## src/rtl/hsi_pkg.sv

```systemverilog
// Shared types and defaults for the endmember-extraction datapath.
package hsi_pkg;

  localparam int unsigned MAC_WIDTH_DEFAULT      = 36;
  localparam int unsigned SPECTRAL_BANDS_DEFAULT = 100;

  typedef enum logic [1:0] {
    StClr    = 2'd0,
    StIdle   = 2'd1,
    StStream = 2'd2,
    StDrain  = 2'd3
  } sched_state_e;

endpackage

```

## src/rtl/rr_arbiter.sv

```systemverilog
// Combinational round-robin arbiter: first set request at or after i_rr_ptr, wrapping.
module rr_arbiter #(
  parameter int unsigned NUM_REQ = 2
) (
  input  logic [NUM_REQ-1:0]         i_req,
  input  logic [$clog2(NUM_REQ)-1:0] i_rr_ptr,
  output logic [NUM_REQ-1:0]         o_grant,
  output logic [$clog2(NUM_REQ)-1:0] o_idx,
  output logic                       o_valid
);

  localparam int unsigned IDX_W = $clog2(NUM_REQ);

  logic [IDX_W-1:0] w_cand;
  logic             w_found;

  always_comb begin
    o_grant = '0;
    o_idx   = '0;
    w_found = 1'b0;
    w_cand  = '0;
    for (int unsigned i = 0; i < NUM_REQ; i++) begin
      w_cand = IDX_W'((32'(i_rr_ptr) + i) % NUM_REQ);
      if (!w_found && i_req[w_cand]) begin
        w_found         = 1'b1;
        o_idx           = w_cand;
        o_grant[w_cand] = 1'b1;
      end
    end
    o_valid = w_found;
  end

endmodule

```

## src/rtl/mac_scheduler.sv

```systemverilog
// Shares one MAC between NUM_REQ requesters; grant is locked for a whole
// SPECTRAL_BANDS-long accumulation, then the MAC is cleared with a one-cycle pulse.
module mac_scheduler
  import hsi_pkg::*;
#(
  parameter int unsigned SPECTRAL_BANDS = SPECTRAL_BANDS_DEFAULT,
  parameter int unsigned MAC_WIDTH      = MAC_WIDTH_DEFAULT,
  parameter int unsigned NUM_REQ        = 2
) (
  input  logic                         clk,
  input  logic                         rst,
  input  logic [NUM_REQ-1:0]           i_req,
  input  logic [NUM_REQ*MAC_WIDTH-1:0] i_op_a,
  input  logic [NUM_REQ*MAC_WIDTH-1:0] i_op_b,
  input  logic [NUM_REQ-1:0]           i_op_valid,
  output logic [NUM_REQ-1:0]           o_op_ready,
  output logic [NUM_REQ-1:0]           o_grant,
  output logic [MAC_WIDTH-1:0]         o_mac_out_1,
  output logic [MAC_WIDTH-1:0]         o_mac_out_2,
  output logic                         o_mac_valid_out,
  output logic                         o_mac_reset,
  input  logic [MAC_WIDTH-1:0]         i_mac_in,
  input  logic                         i_mac_valid_in,
  output logic [MAC_WIDTH-1:0]         o_result_data,
  output logic [NUM_REQ-1:0]           o_done,
  output logic                         o_busy
);

  localparam int unsigned      CNT_W    = $clog2(SPECTRAL_BANDS) + 1;
  localparam int unsigned      IDX_W    = $clog2(NUM_REQ);
  localparam logic [CNT_W-1:0] BANDS    = CNT_W'(SPECTRAL_BANDS);
  localparam logic [IDX_W-1:0] LAST_IDX = IDX_W'(NUM_REQ - 1);

  sched_state_e     r_state, w_state_d;
  logic [NUM_REQ-1:0] r_grant, w_grant_d;
  logic [NUM_REQ-1:0] r_done, w_done_d;
  logic [IDX_W-1:0] r_owner, w_owner_d;
  logic [IDX_W-1:0] r_rr_ptr, w_rr_ptr_d;
  logic             r_busy, w_busy_d;
  logic [CNT_W-1:0] r_in_cnt, w_in_cnt_d;
  logic [CNT_W-1:0] r_out_cnt, w_out_cnt_d;
  logic [MAC_WIDTH-1:0] r_mac_out_1, w_mac_out_1_d;
  logic [MAC_WIDTH-1:0] r_mac_out_2, w_mac_out_2_d;
  logic             r_mac_valid_out, w_mac_valid_out_d;
  logic [MAC_WIDTH-1:0] r_result, w_result_d;
  // Holds CLR for one cycle after rst so mac_reset pulses only once reset is released.
  logic             r_in_rst;

  logic [NUM_REQ-1:0] w_arb_grant;
  logic [IDX_W-1:0]   w_arb_idx;
  logic               w_arb_valid;
  logic               w_accept;
  logic               w_job_active;

  rr_arbiter #(
    .NUM_REQ (NUM_REQ)
  ) u_rr_arbiter (
    .i_req    (i_req),
    .i_rr_ptr (r_rr_ptr),
    .o_grant  (w_arb_grant),
    .o_idx    (w_arb_idx),
    .o_valid  (w_arb_valid)
  );

  assign o_op_ready = ((r_state == StStream) && (r_in_cnt < BANDS)) ? r_grant : '0;
  assign w_accept   = |(i_op_valid & o_op_ready);
  assign w_job_active = (r_state == StStream) || (r_state == StDrain);

  always_comb begin
    w_state_d         = r_state;
    w_grant_d         = r_grant;
    w_owner_d         = r_owner;
    w_rr_ptr_d        = r_rr_ptr;
    w_busy_d          = r_busy;
    w_in_cnt_d        = r_in_cnt;
    w_out_cnt_d       = r_out_cnt;
    w_mac_out_1_d     = r_mac_out_1;
    w_mac_out_2_d     = r_mac_out_2;
    w_mac_valid_out_d = 1'b0;
    w_result_d        = r_result;
    w_done_d          = '0;

    case (r_state)
      StClr: begin
        if (!r_in_rst) w_state_d = StIdle;
      end
      StIdle: begin
        if (w_arb_valid) begin
          w_grant_d   = w_arb_grant;
          w_owner_d   = w_arb_idx;
          w_busy_d    = 1'b1;
          w_in_cnt_d  = '0;
          w_out_cnt_d = '0;
          w_state_d   = StStream;
        end
      end
      StStream: begin
        if (w_accept) begin
          w_mac_out_1_d     = i_op_a[r_owner*MAC_WIDTH +: MAC_WIDTH];
          w_mac_out_2_d     = i_op_b[r_owner*MAC_WIDTH +: MAC_WIDTH];
          w_mac_valid_out_d = 1'b1;
          w_in_cnt_d        = r_in_cnt + CNT_W'(1);
        end
        if (r_in_cnt == BANDS) w_state_d = StDrain;
      end
      default: ;
    endcase

    // The final MAC result closes the job from either busy state, overriding the DRAIN move.
    if (w_job_active && i_mac_valid_in && (r_out_cnt < BANDS)) begin
      w_out_cnt_d = r_out_cnt + CNT_W'(1);
      if (w_out_cnt_d == BANDS) begin
        w_result_d = i_mac_in;
        w_done_d   = r_grant;
        w_grant_d  = '0;
        w_busy_d   = 1'b0;
        w_rr_ptr_d = (r_owner == LAST_IDX) ? '0 : r_owner + IDX_W'(1);
        w_state_d  = StClr;
      end
    end
  end

  always_ff @(posedge clk) begin
    r_in_rst <= rst;
    if (rst) begin
      r_state         <= StClr;
      r_grant         <= '0;
      r_owner         <= '0;
      r_rr_ptr        <= '0;
      r_busy          <= 1'b0;
      r_in_cnt        <= '0;
      r_out_cnt       <= '0;
      r_mac_out_1     <= '0;
      r_mac_out_2     <= '0;
      r_mac_valid_out <= 1'b0;
      r_result        <= '0;
      r_done          <= '0;
    end else begin
      r_state         <= w_state_d;
      r_grant         <= w_grant_d;
      r_owner         <= w_owner_d;
      r_rr_ptr        <= w_rr_ptr_d;
      r_busy          <= w_busy_d;
      r_in_cnt        <= w_in_cnt_d;
      r_out_cnt       <= w_out_cnt_d;
      r_mac_out_1     <= w_mac_out_1_d;
      r_mac_out_2     <= w_mac_out_2_d;
      r_mac_valid_out <= w_mac_valid_out_d;
      r_result        <= w_result_d;
      r_done          <= w_done_d;
    end
  end

  assign o_grant         = r_grant;
  assign o_busy          = r_busy;
  assign o_mac_out_1     = r_mac_out_1;
  assign o_mac_out_2     = r_mac_out_2;
  assign o_mac_valid_out = r_mac_valid_out;
  assign o_result_data   = r_result;
  assign o_done          = r_done;
  assign o_mac_reset     = (r_state == StClr) && !r_in_rst;

endmodule

```

## config.mk

```make
export PLATFORM = sky130hd
export DESIGN_NAME = mac_scheduler
export DESIGN_NICKNAME = d
export VERILOG_FILES = /design/src/rtl/hsi_pkg.sv /design/src/rtl/rr_arbiter.sv /design/src/rtl/mac_scheduler.sv
export SDC_FILE = /design/constraint.sdc
export NUM_CORES = 1
export LEC_CHECK = 0
export BUFFER_PORTS_ARGS = -buffer_cell sky130_fd_sc_hd__buf_2
export CAP_MARGIN = 40
export CELL_PAD_IN_SITES_DETAIL_PLACEMENT = 0
export CELL_PAD_IN_SITES_GLOBAL_PLACEMENT = 1
export CORE_UTILIZATION = 30
export CTS_CLUSTER_DIAMETER = 200
export DETAILED_ROUTE_END_ITERATION = 10
export PLACE_DENSITY = 0.82
export SYNTH_ARGS = -nofsm -noshare
export SYNTH_HDL_FRONTEND = slang
export SYNTH_SLANG_ARGS = --single-unit
```

## constraint.sdc

```tcl
create_clock -name clk -period 2.1 [get_ports clk]
set_clock_uncertainty 0.05 [all_clocks]
set_input_delay 0.525 -clock clk [delete_from_list [all_inputs] [get_ports clk]]
set_output_delay 0.525 -clock clk [all_outputs]
set_load 0.01 [all_outputs]
```

==> out/qor.txt, run 1 <==
CRITICAL PATH
--------------------------------------------------------------------------------
Critical path start-end classification ............................      reg2out
Reg2reg setup slack ...............................................      0.17 ns
Crit path DAT .....................................................      1.43 ns
Largest fanout of any net on the critical path ....................            5
Startpoint types ..................................................     register
Slowest stage cell on the critical path ........................... sky130_fd_sc_hd__dfxtp_2
Sequence of cells on the critical path ............................ o311ai_4, and3_2, buf_2
Worst r2r path cells ..............................................            6
Type of destination of the critical path ..........................  output port
Required time at the worst-slack endpoint .........................      1.52 ns
Largest stage delay on the critical path ..........................      0.35 ns

CLOCKING
--------------------------------------------------------------------------------
Number of hold buffers added after CTS ............................            0
Number of setup buffers added after CTS ...........................            0
Clock network latency to the later pin of the worst-skew pair .....      0.41 ns
Clock sink count ..................................................          135
Clock buffer count from CTS .......................................           17
Root cell of the clock tree ....................................... sky130_fd_sc_hd__clkbuf_16
Reg clk slew, reported paths ......................................      0.06 ns
H-tree depth ......................................................            4
Maximum count of clock buffers along a single path ................            2
Clock tree from TritonCTS .........................................         done

YOSYS
--------------------------------------------------------------------------------
Synthesized cell area .............................................   6330 sq um
Async set-reset flop share out of synthesis .......................           0%
Leading cell types by total area after synthesis .................. sky130_fd_sc_hd__dfxtp_1, sky130_fd_sc_hd__mux2i_1, sky130_fd_sc_hd__a211oi_2
Post-synth top area share .........................................        42.7%
Net count of the mapped netlist ...................................          813
Number of synthesized flops with an enable pin ....................            0
Number of cells produced by synthesis .............................          622
Post-synthesis sequential area ratio ..............................        42.7%
Count of distinct cell types in the synthesized netlist ...........           49
Prevailing post-synth register cell ............................... sky130_fd_sc_hd__dfxtp_1
Synth warnings ....................................................            0
Flip-flop and latch count after synthesis .........................          135
Post-synthesis cell type with the largest combined area ........... sky130_fd_sc_hd__dfxtp_1
Post-Synthesis Mean Instance Area .................................   10.2 sq um

GRT
--------------------------------------------------------------------------------
Initial antenna violation count ...................................            0
Pin count of the biggest net entering global routing ..............          100
Vias in the first global route ....................................         5204
Overall fraction of global-route tracks in use ....................        15.1%
Wire length of the first global-routing pass ......................     26000 um
GR Overflow Total .................................................            0

STA
--------------------------------------------------------------------------------
Max frequency .....................................................      498 MHz
Max_slew headroom .................................................        70.4%
Number of max-slew violations in the final report .................            0
Tmin final ........................................................      2.01 ns
Period utilization ................................................        95.6%
Tightest Pin Transition ...........................................     0.443 ns
Accumulated negative setup slack ..................................         0 ns
Fin. Hold Viols ...................................................            0
Final setup violation count .......................................            0
Setup repair after global routing missed its margin ...............           no

DIE
--------------------------------------------------------------------------------
Floorplan Core Area ...............................................  20400 sq um
Die width .........................................................       147 um
I/O pin count .....................................................          304
Chip Height .......................................................       147 um
Die Area ..........................................................  21700 sq um
Initial standard-cell utilization of the core .....................        31.0%
Std-Cell Rows .....................................................           52

CELLS AND AREA
--------------------------------------------------------------------------------
Fraction of final layout cells with drive strength greater than 1 .        45.3%
Final antenna diode count .........................................            0
Post-route cell area ..............................................   8790 sq um
P&R area growth vs syn ............................................        39.0%
Layout net count ..................................................         1107

RUN STATUS
--------------------------------------------------------------------------------
Outcome ........................................................... complete, no violations

PLACED DESIGN
--------------------------------------------------------------------------------
Post-DP HPWL ......................................................     11900 um
Port buffer count .................................................          303
Gpl congestion ....................................................        0.775
Area after detailed placement .....................................   8130 sq um

PWR
--------------------------------------------------------------------------------
P_leak ............................................................      3.63 nW
P per Cell Area ...................................................  739 nW/um^2
Largest vdd supply drop ...........................................     0.451 mV

DETAILED ROUTING
--------------------------------------------------------------------------------
Number of nets with antenna violations after detailed routing .....            0
Avg WL per Cell ...................................................      13.7 um
Via count .........................................................         5479
Routed Wire Length ................................................     16400 um
Iter 0 DRT Violations .............................................          196
Remaining design rule violation count .............................            0
Detailed Routing Iterations Pass 1 ................................            4
Number of vias per cell ...........................................         4.58

HOLD PATH
--------------------------------------------------------------------------------
Number of cells traversed by the worst hold path ..................            3
Class of the tightest hold or removal check .......................       in2reg

FLOW RUN
--------------------------------------------------------------------------------
Max capacitance violation total ...................................            0

-- stage by stage --
| stage | hold WS, ns | total power, mW | setup WS, ns | cells | util, % |
|---|---|---|---|---|---|
| after floorplan | 0.395 | 3.00 | 0.378 | 622 | - |
| after global routing | 0.303 | 6.77 | 0.00630 | 1197 | 43.0 |
| after detailed placement | 0.409 | 3.29 | 0.134 | 1167 | 39.8 |
| final | 0.316 | 6.50 | 0.0917 | 1197 | 43.0 |
| after CTS | 0.292 | 6.60 | 0.0115 | 1197 | 43.0 |
| after global placement | 0.405 | 3.29 | 0.157 | 1167 | 39.8 |
-- metal layers --
metal,share of wire (%),up-vias,track usage (%)
met2,47,199,24.7
li1,-,2792,-
met3,5.4,28,3.45
met1,46,2460,18.8
met5,0,-,0
met4,2.3,0,6.96
-- worst paths after layout --
path / from / endpoint
min reg2reg: o_result_data[25] / o_result_data[25]
max: r_in_cnt[4] / o_op_ready[0]
min: i_mac_in[12] / o_result_data[12]
max reg2reg: r_out_cnt[0] / o_result_data[7]
-- cells by family (layout without fill, tap and decap cells) --
group | after synthesis | count (layout) | synth area share, %
AOI/OAI and AO/OA | 106 | 106 | 15.9
and+or+nand+nor | 206 | 206 | 17.1
muxes | 113 | 113 | 17.9
DFF | 135 | 135 | 42.7
xor gates and xnor gates | 2 | 2 | 0.277
adders and majority gates | 4 | 4 | 0.791
buffers and inverters | 56 | 361 | 5.22
-- area by class of cell --
cell class / count / area (sq um)
clock buffers: 18 / 439
inverters: 4 / 15.0
repair buffers: 327 / 1770
flip-flops and latches: 135 / 2710
well taps: 270 / 338
fillers: 2004 / 11600
multi-input cells: 431 / 3320
clock inverters: 12 / 201
-- registers in the layout (all words and copies together), names as in the netlist, 2 cells and up --
register,count
o_done,2
o_grant,2
o_mac_out_1,36
o_mac_out_2,36
o_result_data,36
r_in_cnt,8
r_out_cnt,8
r_state,2
-- Yosys cell counts, types with 2 or more instances --
| master | instances |
|---|---|
| sky130_fd_sc_hd__nand4_1 | 2 |
| sky130_fd_sc_hd__buf_4 | 2 |
| sky130_fd_sc_hd__inv_1 | 4 |
| sky130_fd_sc_hd__mux2_2 | 2 |
| sky130_fd_sc_hd__buf_6 | 7 |
| sky130_fd_sc_hd__nor4_1 | 2 |
| sky130_fd_sc_hd__nand2_1 | 7 |
| sky130_fd_sc_hd__buf_2 | 12 |
| sky130_fd_sc_hd__buf_1 | 4 |
| sky130_fd_sc_hd__a21oi_1 | 13 |
| sky130_fd_sc_hd__a22o_1 | 2 |
| sky130_fd_sc_hd__nand3b_1 | 2 |
| sky130_fd_sc_hd__and2_1 | 4 |
| sky130_fd_sc_hd__o21ai_0 | 2 |
| sky130_fd_sc_hd__mux2i_1 | 111 |
| sky130_fd_sc_hd__ha_1 | 4 |
| sky130_fd_sc_hd__nor3_2 | 3 |
| sky130_fd_sc_hd__nand2b_1 | 73 |
| sky130_fd_sc_hd__a211oi_2 | 41 |
| sky130_fd_sc_hd__buf_8 | 4 |
| sky130_fd_sc_hd__and3b_1 | 3 |
| sky130_fd_sc_hd__nor2_1 | 82 |
| sky130_fd_sc_hd__and3_2 | 3 |
| sky130_fd_sc_hd__a221oi_1 | 2 |
| sky130_fd_sc_hd__nand3_1 | 11 |
| sky130_fd_sc_hd__clkbuf_1 | 23 |
| sky130_fd_sc_hd__nor3_1 | 4 |
| sky130_fd_sc_hd__or2_2 | 2 |
| sky130_fd_sc_hd__and3_1 | 2 |
| sky130_fd_sc_hd__dfxtp_1 | 135 |
| sky130_fd_sc_hd__a211oi_1 | 35 |
| sky130_fd_sc_hd__a41oi_1 | 2 |
-- where the power goes --
part	leakage [nW]	total [mW]	internal (mW)	switching, mW
sequential	1.09	2.63	2.60	0.0336
combinational	2.23	0.600	0.307	0.293
clock	0.308	3.27	2.13	1.14
-- cell usage in the layout, fill, tap and decap left out, drive strengths merged, types with 7 or more instances in the layout --
cell type / netlist / final
clkbuf: 23 / 18
mux2i: 111 / 111
dfxtp: 135 / 135
nor2: 82 / 82
a21oi: 13 / 13
nand3: 11 / 11
a211oi: 76 / 76
nand2b: 73 / 73
buf: 29 / 327
nor3: 7 / 7
nand2: 7 / 7
-- what timing repair did --
action,in CTS,in global routing
endpoints found under the setup margin,2,4
hold endpoints to repair,0,0
gates cloned,0,0
resized for setup,1,5
pin swaps,0,1
-- critical path, delay by kind of cell, from the launching register on --
| kind | cells | cell delay, ns |
|---|---|---|
| and+or+nand+nor | 1 | 0.22 |
| buffers and inverters | 1 | 0.12 |
| DFF | 1 | 0.35 |
| AOI/OAI and AO/OA | 1 | 0.33 |
Note: power is estimated with default switching activity, not from simulation.
==> run 2: changes to the inputs <==
Settings changed: ABC_AREA from default to 1, CORE_MARGIN from default to 5, PLACE_DENSITY 0.82 to 0.88.
==> run 2 against run 1 <==
  * Sequential share of layout area grew 0.54 points
  * Clock power shrank 7.6%
  * Global-route usage grew 1.1 points
  * Flip-flop and latch count is the same
  * Maximum frequency grew 0.57%
  * Die area grew 9.2%
  * Largest cell class unchanged
  * Utilization shrank 0.54 points
  * Clock-buffer cell count is the same
  * First-iteration DRC count grew 88%
  * Hold slack lost 0.020 ns
  * Sequential power is essentially flat
==> out/qor.txt, run 2 <==
RUN STATUS
--------------------------------------------------------------------------------
Outcome ........................................................... complete, no violations   unchanged

CRITICAL PATH
--------------------------------------------------------------------------------
Largest fanout of any net on the critical path ....................            5   unchanged
Slowest stage cell on the critical path ........................... sky130_fd_sc_hd__dfxtp_1   was sky130_fd_sc_hd__dfxtp_2
Buffer and inverter count on the worst path .......................            2   was 1
Crit path DAT .....................................................      1.42 ns   was 1.43 ns
Cell with the most instances on the worst path .................... sky130_fd_sc_hd__nand2_1
Cell family with the largest share of critical-path delay .........   flip-flops   unchanged
Reg-to-reg startpoint ............................................. r_out_cnt[0]   unchanged
Largest stage delay on the critical path ..........................      0.41 ns   was 0.35 ns
Critical path start-end classification ............................      reg2out   unchanged
Sequence of cells on the critical path ............................ nand2_1, inv_1, nand3_1, nand2_1, nor2_1, buf_2   was o311ai_4, and3_2, buf_2
Worst setup path start ............................................  r_in_cnt[5]   was r_in_cnt[4]
Type of destination of the critical path ..........................  output port   unchanged
Required time at the worst-slack endpoint .........................      1.52 ns   about the same
Startpoint types ..................................................     register   unchanged

CELLS AND AREA
--------------------------------------------------------------------------------
P&R area growth vs syn ............................................        39.0%   about the same
Fraction of final layout cells with drive strength greater than 1 .        32.5%   was 45.3%
Final std cells w/o fill ..........................................         1481   was 1197
Commonest non-fill, non-tap cell in the layout .................... sky130_fd_sc_hd__nand2_1   was sky130_fd_sc_hd__buf_2
Layout net count ..................................................         1389   was 1107
Share of the core filled with cells ...............................        42.5%   was 43.0%
Commonest cells after routing, fill and taps aside ................ sky130_fd_sc_hd__nand2_1, sky130_fd_sc_hd__buf_2, sky130_fd_sc_hd__nor2_1   was sky130_fd_sc_hd__buf_2, sky130_fd_sc_hd__dfxtp_1, sky130_fd_sc_hd__mux2i_1
Number of filler cells placed in the layout .......................         2178   was 2004
Final antenna diode count .........................................            0   unchanged
Reg area ..........................................................   2710 sq um   about the same
Area occupied by multi-input gates ................................   3130 sq um   was 3320 sq um

DETAILED ROUTING
--------------------------------------------------------------------------------
Number of vias per cell ...........................................         4.50   was 4.58
Detailed Routing Iterations Pass 1 ................................            4   unchanged
Iter 0 DRT Violations .............................................          368   was 196
Remaining design rule violation count .............................            0   unchanged
Number of nets with antenna violations after detailed routing .....            0   unchanged
Avg WL per Cell ...................................................      13.4 um   was 13.7 um
Routed Wire Length ................................................     19900 um   was 16400 um
Via count .........................................................         6668   was 5479

HOLD PATH
--------------------------------------------------------------------------------
Class of the tightest hold or removal check .......................       in2reg   unchanged
Min-delay src ..................................................... i_mac_in[28]   was i_mac_in[12]

PLACED DESIGN
--------------------------------------------------------------------------------
Post-DP HPWL ......................................................     14600 um   was 11900 um
Gpl congestion ....................................................        0.811   was 0.775
Port buffer count .................................................          303   unchanged
Pre-CTS worst setup slack .........................................     0.148 ns   was 0.134 ns
Placed cell count .................................................         1449   was 1167

CLOCKING
--------------------------------------------------------------------------------
Clock sink count ..................................................          135   unchanged
Root cell of the clock tree ....................................... sky130_fd_sc_hd__clkbuf_16   unchanged
Clock network latency to the later pin of the worst-skew pair .....      0.41 ns   about the same
Maximum count of clock buffers along a single path ................            2   unchanged
H-tree depth ......................................................            4   unchanged
Clock tree from TritonCTS .........................................         done   unchanged
Clock buffer count from CTS .......................................           17   unchanged
Number of hold buffers added after CTS ............................            0   unchanged
Reg clk slew, reported paths ......................................      0.07 ns   was 0.06 ns
Number of setup buffers added after CTS ...........................            0   unchanged

STA
--------------------------------------------------------------------------------
Period utilization ................................................        95.1%   was 95.6%
Fin. Hold Viols ...................................................            0   unchanged
Tmin final ........................................................      2.00 ns   was 2.01 ns
Tightest Pin Transition ...........................................     0.433 ns   was 0.443 ns
Max frequency .....................................................      501 MHz   was 498 MHz
Number of max-slew violations in the final report .................            0   unchanged
Final critical-path setup slack ...................................     0.103 ns   was 0.0917 ns
Max_slew headroom .................................................        71.1%   was 70.4%
Setup repair after global routing missed its margin ...............          yes   was no
Final setup violation count .......................................            0   unchanged

DIE
--------------------------------------------------------------------------------
Die Area ..........................................................  23700 sq um   was 21700 sq um
Std-Cell Rows .....................................................           52   unchanged
I/O pin count .....................................................          304   unchanged
Initial standard-cell utilization of the core .....................        30.6%   was 31.0%
Die width .........................................................       154 um   was 147 um
Chip Height .......................................................       154 um   was 147 um
Floorplan Core Area ...............................................  20300 sq um   was 20400 sq um

YOSYS
--------------------------------------------------------------------------------
Post-synthesis sequential area ratio ..............................        43.5%   was 42.7%
Top-count cell post-synth ......................................... sky130_fd_sc_hd__nand2_1   was sky130_fd_sc_hd__dfxtp_1
Number of synthesized flops with an enable pin ....................            0   unchanged
Synth warnings ....................................................            0   unchanged
Async set-reset flop share out of synthesis .......................           0%   unchanged
Post-synthesis cell type with the largest combined area ........... sky130_fd_sc_hd__dfxtp_1   unchanged
Net count of the mapped netlist ...................................         1108   was 813
Leading cell types by total area after synthesis .................. sky130_fd_sc_hd__dfxtp_1, sky130_fd_sc_hd__nand2_1, sky130_fd_sc_hd__nor2_1   was sky130_fd_sc_hd__dfxtp_1, sky130_fd_sc_hd__mux2i_1, sky130_fd_sc_hd__a211oi_2
Post-synth top area share .........................................        43.5%   was 42.7%
Post-Synthesis Mean Instance Area .................................   6.77 sq um   was 10.2 sq um
Count of distinct cell types in the synthesized netlist ...........           28   was 49
Prevailing post-synth register cell ............................... sky130_fd_sc_hd__dfxtp_1   unchanged
Flip-flop and latch count after synthesis .........................          135   unchanged
Synthesized cell area .............................................   6210 sq um   was 6330 sq um
Top cells by count, synth ......................................... sky130_fd_sc_hd__nand2_1, sky130_fd_sc_hd__nor2_1, sky130_fd_sc_hd__dfxtp_1   was sky130_fd_sc_hd__dfxtp_1, sky130_fd_sc_hd__mux2i_1, sky130_fd_sc_hd__nor2_1
Number of cells produced by synthesis .............................          917   was 622

FLOW RUN
--------------------------------------------------------------------------------
Max capacitance violation total ...................................            0   unchanged

GRT
--------------------------------------------------------------------------------
Overall fraction of global-route tracks in use ....................        16.2%   was 15.1%
Vias in the first global route ....................................         6351   was 5204
Pin count of the biggest net entering global routing ..............           73   was 100
Wire length of the first global-routing pass ......................     31800 um   was 26000 um
Initial antenna violation count ...................................            0   unchanged
GR Overflow Total .................................................            0   unchanged

PWR
--------------------------------------------------------------------------------
Largest vdd supply drop ...........................................     0.443 mV   was 0.451 mV
P per Cell Area ...................................................  725 nW/um^2   was 739 nW/um^2
P_leak ............................................................      4.67 nW   was 3.63 nW

[run 2: logic make-up (layout without fill, tap and decap cells)]
kind of cell | after synthesis | in the layout | share of synthesized area, %
buf+inv | 90 | 384 | 6.11
xor+xnor | 3 | 3 | 0.423
compound gates | 91 | 91 | 7.56
fa+ha+maj | 4 | 4 | 0.806
simple gates | 594 | 594 | 41.6
flops | 135 | 135 | 43.5
[run 2: through the flow]
| stage | area [sq um] | power, mW | TNS, ns | hold WS, ns |
|---|---|---|---|---|
| 6_report | 8630 | 6.26 | 0 | 0.296 |
| 3_3_place_gp | 8020 | 3.29 | 0 | 0.402 |
| 5_1_grt | 8630 | 6.55 | -0.0143 | 0.284 |
| 2_1_floorplan | 6210 | 2.98 | 0 | 0.388 |
| 4_1_cts | 8620 | 6.35 | 0 | 0.272 |
| 3_5_place_dp | 8020 | 3.29 | 0 | 0.406 |
[run 2: path summary, 6_finish.rpt]
check	endpoint	slack, ns	cells past startpoint
worst max-delay path	o_op_ready[1]	0.10	6
worst min-delay path	o_result_data[28]	0.30	3
worst max register to register	o_result_data[20]	0.23	8
worst min register to register	o_result_data[27]	0.42	2
[run 2: power breakdown]
part / internal [mW] / leakage [nW] / switching, mW / total, mW
Combinational: 0.260 / 3.29 / 0.332 / 0.591
Clock: 1.79 / 0.290 / 1.23 / 3.02
Sequential: 2.61 / 1.09 / 0.0354 / 2.64
Total: 4.65 / 4.67 / 1.60 / 6.26
[run 2: per-layer routing]
layer	wire length (um)	global-route usage [%]	part of all wire, %
met1	8620	20.3	43
met5	0	0	0
met4	161	3.99	0.81
met2	9550	27.1	48
met3	1580	5.23	7.9
[run 2: final cells by class]
class / count / area share [%]
multi-input cells: 692 / 36.3
flip-flops and latches: 135 / 31.4
repair buffers: 320 / 20.1
clock buffers: 18 / 4.97
well taps: 270 / 3.92
clock inverters: 14 / 1.91
inverters: 32 / 1.42
[run 2: timing repair]
item | 4_1_cts | 5_1_grt
endpoints found under the setup margin | 2 | 12
pin swaps | 0 | 0
hold endpoints to repair | 0 | 0
resized for setup | 1 | 5
[run 2: worst register-to-register path, delay by kind of cell (launching register included)]
| kind | cells | cell delay, ns |
|---|---|---|
| buffers and inverters | 1 | 0.37 |
| adder cells (fa/ha/maj) | 1 | 0.23 |
| XOR/XNOR | 1 | 0.11 |
| flip-flops | 1 | 0.41 |
| AND/OR/NAND/NOR | 5 | 0.65 |
==> run 3: changes to the inputs <==
Settings changed: PLACE_DENSITY 0.88 to 0.85.
==> run 3 against run 2 <==
  * Routed wire length increased by 1.1%
  * Utilization fell by 0.26 points
  * Total power fell by 5.0%
  * Global-route usage is 0.23 points higher
  * Register-to-register slack worse by 0.06 ns
  * Maximum frequency increased by 2.0%
  * Sequential share of layout area increased by 0.23 points
  * Cell area decreased by 0.62%
  * Setup slack improved by 0.040 ns
  * Largest cell class unchanged
==> out/qor.txt, run 3 (synthesis gave the netlist of run 2 again) <==
RUN STATUS
--------------------------------------------------------------------------------
Outcome ........................................................... complete, no violations   unchanged

CRITICAL PATH
--------------------------------------------------------------------------------
Sequence of cells on the critical path ............................ nand2_1, inv_1, nand3_2, nand2_1, nor2_1, buf_2   was nand2_1, inv_1, nand3_1, nand2_1, nor2_1, buf_2
Slowest stage cell on the critical path ........................... sky130_fd_sc_hd__dfxtp_1   unchanged
Crit path DAT .....................................................      1.38 ns   was 1.42 ns
Largest fanout of any net on the critical path ....................            5   unchanged
Type of destination of the critical path ..........................  output port   unchanged
Largest stage delay on the critical path ..........................      0.41 ns   about the same
Required time at the worst-slack endpoint .........................      1.52 ns   about the same
Cell family with the largest share of critical-path delay .........   flip-flops   unchanged
Cell with the most instances on the worst path .................... sky130_fd_sc_hd__nand2_1   unchanged
Startpoint types ..................................................     register   unchanged
Critical path start-end classification ............................      reg2out   unchanged
Buffer and inverter count on the worst path .......................            2   unchanged

PLACED DESIGN
--------------------------------------------------------------------------------
Area after detailed placement .....................................   8020 sq um   about the same
Gpl congestion ....................................................        0.820   was 0.811
Pre-CTS worst setup slack .........................................     0.177 ns   was 0.148 ns
Placed cell count .................................................         1446   was 1449
Post-DP HPWL ......................................................     14600 um   about the same
Port buffer count .................................................          303   unchanged

HOLD PATH
--------------------------------------------------------------------------------
Class of the tightest hold or removal check .......................       in2reg   unchanged

GRT
--------------------------------------------------------------------------------
Wire length of the first global-routing pass ......................     32100 um   was 31800 um
Initial antenna violation count ...................................            0   unchanged
GR Overflow Total .................................................            0   unchanged
Pin count of the biggest net entering global routing ..............           74   was 73
Vias in the first global route ....................................         6263   was 6351
Overall fraction of global-route tracks in use ....................        16.4%   was 16.2%

DETAILED ROUTING
--------------------------------------------------------------------------------
Detailed Routing Iterations Pass 1 ................................            4   unchanged
Routed Wire Length ................................................     20100 um   was 19900 um
Avg WL per Cell ...................................................      13.6 um   was 13.4 um
Number of vias per cell ...........................................         4.51   was 4.50
Number of nets with antenna violations after detailed routing .....            0   unchanged
Remaining design rule violation count .............................            0   unchanged
Iter 0 DRT Violations .............................................          262   was 368
Via count .........................................................         6670   was 6668

STA
--------------------------------------------------------------------------------
Number of max-slew violations in the final report .................            0   unchanged
Tightest Pin Transition ...........................................     0.409 ns   was 0.433 ns
Max_slew headroom .................................................        72.6%   was 71.1%
Tmin final ........................................................      1.96 ns   was 2.00 ns
Final setup violation count .......................................            0   unchanged
Period utilization ................................................        93.2%   was 95.1%
Max frequency .....................................................      511 MHz   was 501 MHz
Fin. Hold Viols ...................................................            0   unchanged
Final critical-path setup slack ...................................     0.143 ns   was 0.103 ns

CLOCKING
--------------------------------------------------------------------------------
Root cell of the clock tree ....................................... sky130_fd_sc_hd__clkbuf_16   unchanged
Reg clk slew, reported paths ......................................      0.06 ns   was 0.07 ns
Clock network latency to the later pin of the worst-skew pair .....      0.41 ns   about the same
Clock buffer count from CTS .......................................           17   unchanged
Maximum count of clock buffers along a single path ................            2   unchanged
Clock tree from TritonCTS .........................................         done   unchanged
H-tree depth ......................................................            4   unchanged
Clock sink count ..................................................          135   unchanged

PWR
--------------------------------------------------------------------------------
Largest vdd supply drop ...........................................     0.457 mV   was 0.443 mV
P_leak ............................................................      4.62 nW   was 4.67 nW
P per Cell Area ...................................................  693 nW/um^2   was 725 nW/um^2
Total power consumption of the routed design ......................      5.94 mW   was 6.26 mW

DIE
--------------------------------------------------------------------------------
Die width .........................................................       154 um   unchanged
Floorplan Core Area ...............................................  20300 sq um   unchanged
I/O pin count .....................................................          304   unchanged
Initial standard-cell utilization of the core .....................        30.6%   unchanged
Std-Cell Rows .....................................................           52   unchanged
Chip Height .......................................................       154 um   unchanged
Die Area ..........................................................  23700 sq um   unchanged

CELLS AND AREA
--------------------------------------------------------------------------------
Post-route cell area ..............................................   8570 sq um   was 8630 sq um
Fraction of final layout cells with drive strength greater than 1 .        32.4%   was 32.5%
Commonest non-fill, non-tap cell in the layout .................... sky130_fd_sc_hd__nand2_1   unchanged
Final antenna diode count .........................................            0   unchanged
P&R area growth vs syn ............................................        38.2%   was 39.0%
Reg area ..........................................................   2710 sq um   about the same
Final std cells w/o fill ..........................................         1479   was 1481
Layout net count ..................................................         1387   was 1389
Number of filler cells placed in the layout .......................         2149   was 2178
Area occupied by multi-input gates ................................   3130 sq um   unchanged
Commonest cells after routing, fill and taps aside ................ sky130_fd_sc_hd__nand2_1, sky130_fd_sc_hd__buf_2, sky130_fd_sc_hd__nor2_1   unchanged

FLOW RUN
--------------------------------------------------------------------------------
Max capacitance violation total ...................................            0   unchanged

==> run 3: cell count changes in the layout (fill, tap and decap cells not counted), sizes merged <==
cell	delta
buf	-2
bufinv	-2
inv	-4
clkbuf	+1
clkinv	+3
clkinvlp	+2
==> run 3: path summary, 6_finish.rpt <==
kind	startpoint	end	slack, ns	depth (start not counted)
max	r_in_cnt[5]	o_op_ready[0]	0.14	6
max reg2reg	r_out_cnt[0]	o_result_data[16]	0.17	10
min reg2reg	o_result_data[29]	o_result_data[29]	0.41	2
min	i_mac_in[22]	o_result_data[22]	0.31	3
==> run 3: layout make-up <==
cell class                      count  area share (%)
Clock buffer                       19            5.05
Clock inverter                     13            1.15
Inverter                           32            1.43
Multi-Input combinational cell    692            36.5
Sequential cell                   135            31.6
Tap cell                          270            3.94
Timing Repair Buffer              318            20.3
==> run 3: power by group <==
group / switching (mW) / internal (mW)
combinational: 0.335 / 0.261
sequential: 0.0347 / 2.61
clock: 1.18 / 1.52
total: 1.55 / 4.39
==> run 3: what timing repair did <==
| action | 4_1_cts | 5_1_grt |
|---|---|---|
| buffers inserted | 0 | 1 |
| pin swaps | 0 | 2 |
| endpoints found under the setup margin | 2 | 2 |
| hold endpoints to repair | 0 | 0 |
| hold buffers | 0 | 0 |
| gates resized for setup | 1 | 5 |
==> run 3: worst register-to-register path: stages, from the launching register on <==
cell and delay (ns):
sky130_fd_sc_hd__dfxtp_1 0.40, sky130_fd_sc_hd__ha_1 0.24, sky130_fd_sc_hd__inv_1 0.05, sky130_fd_sc_hd__nand2_1 0.08, sky130_fd_sc_hd__nand4_1 0.07, sky130_fd_sc_hd__nor2_1 0.15
sky130_fd_sc_hd__inv_1 0.11, sky130_fd_sc_hd__nor2_8 0.12, sky130_fd_sc_hd__buf_4 0.35, sky130_fd_sc_hd__nand4_1 0.17, sky130_fd_sc_hd__nand2_1 0.09
==> run 3: through the flow <==
step | TNS (ns) | util (%) | hold slack (ns)
6_report | 0 | 42.2 | 0.306
5_1_grt | -0.0203 | 42.2 | 0.299
4_1_cts | 0 | 42.1 | 0.283
3_5_place_dp | 0 | 39.5 | 0.402
3_3_place_gp | 0 | 39.5 | 0.401
2_1_floorplan | 0 | - | 0.388
==> run 3: layer usage <==
metal / vias up / share of wire (%) / GRT usage [%]
met5: - / 0 / 0
met4: 0 / 1.2 / 4.42
met3: 16 / 8.0 / 5.40
met2: 223 / 46 / 26.8
met1: 2942 / 44 / 20.9
li1: 3489 / - / -
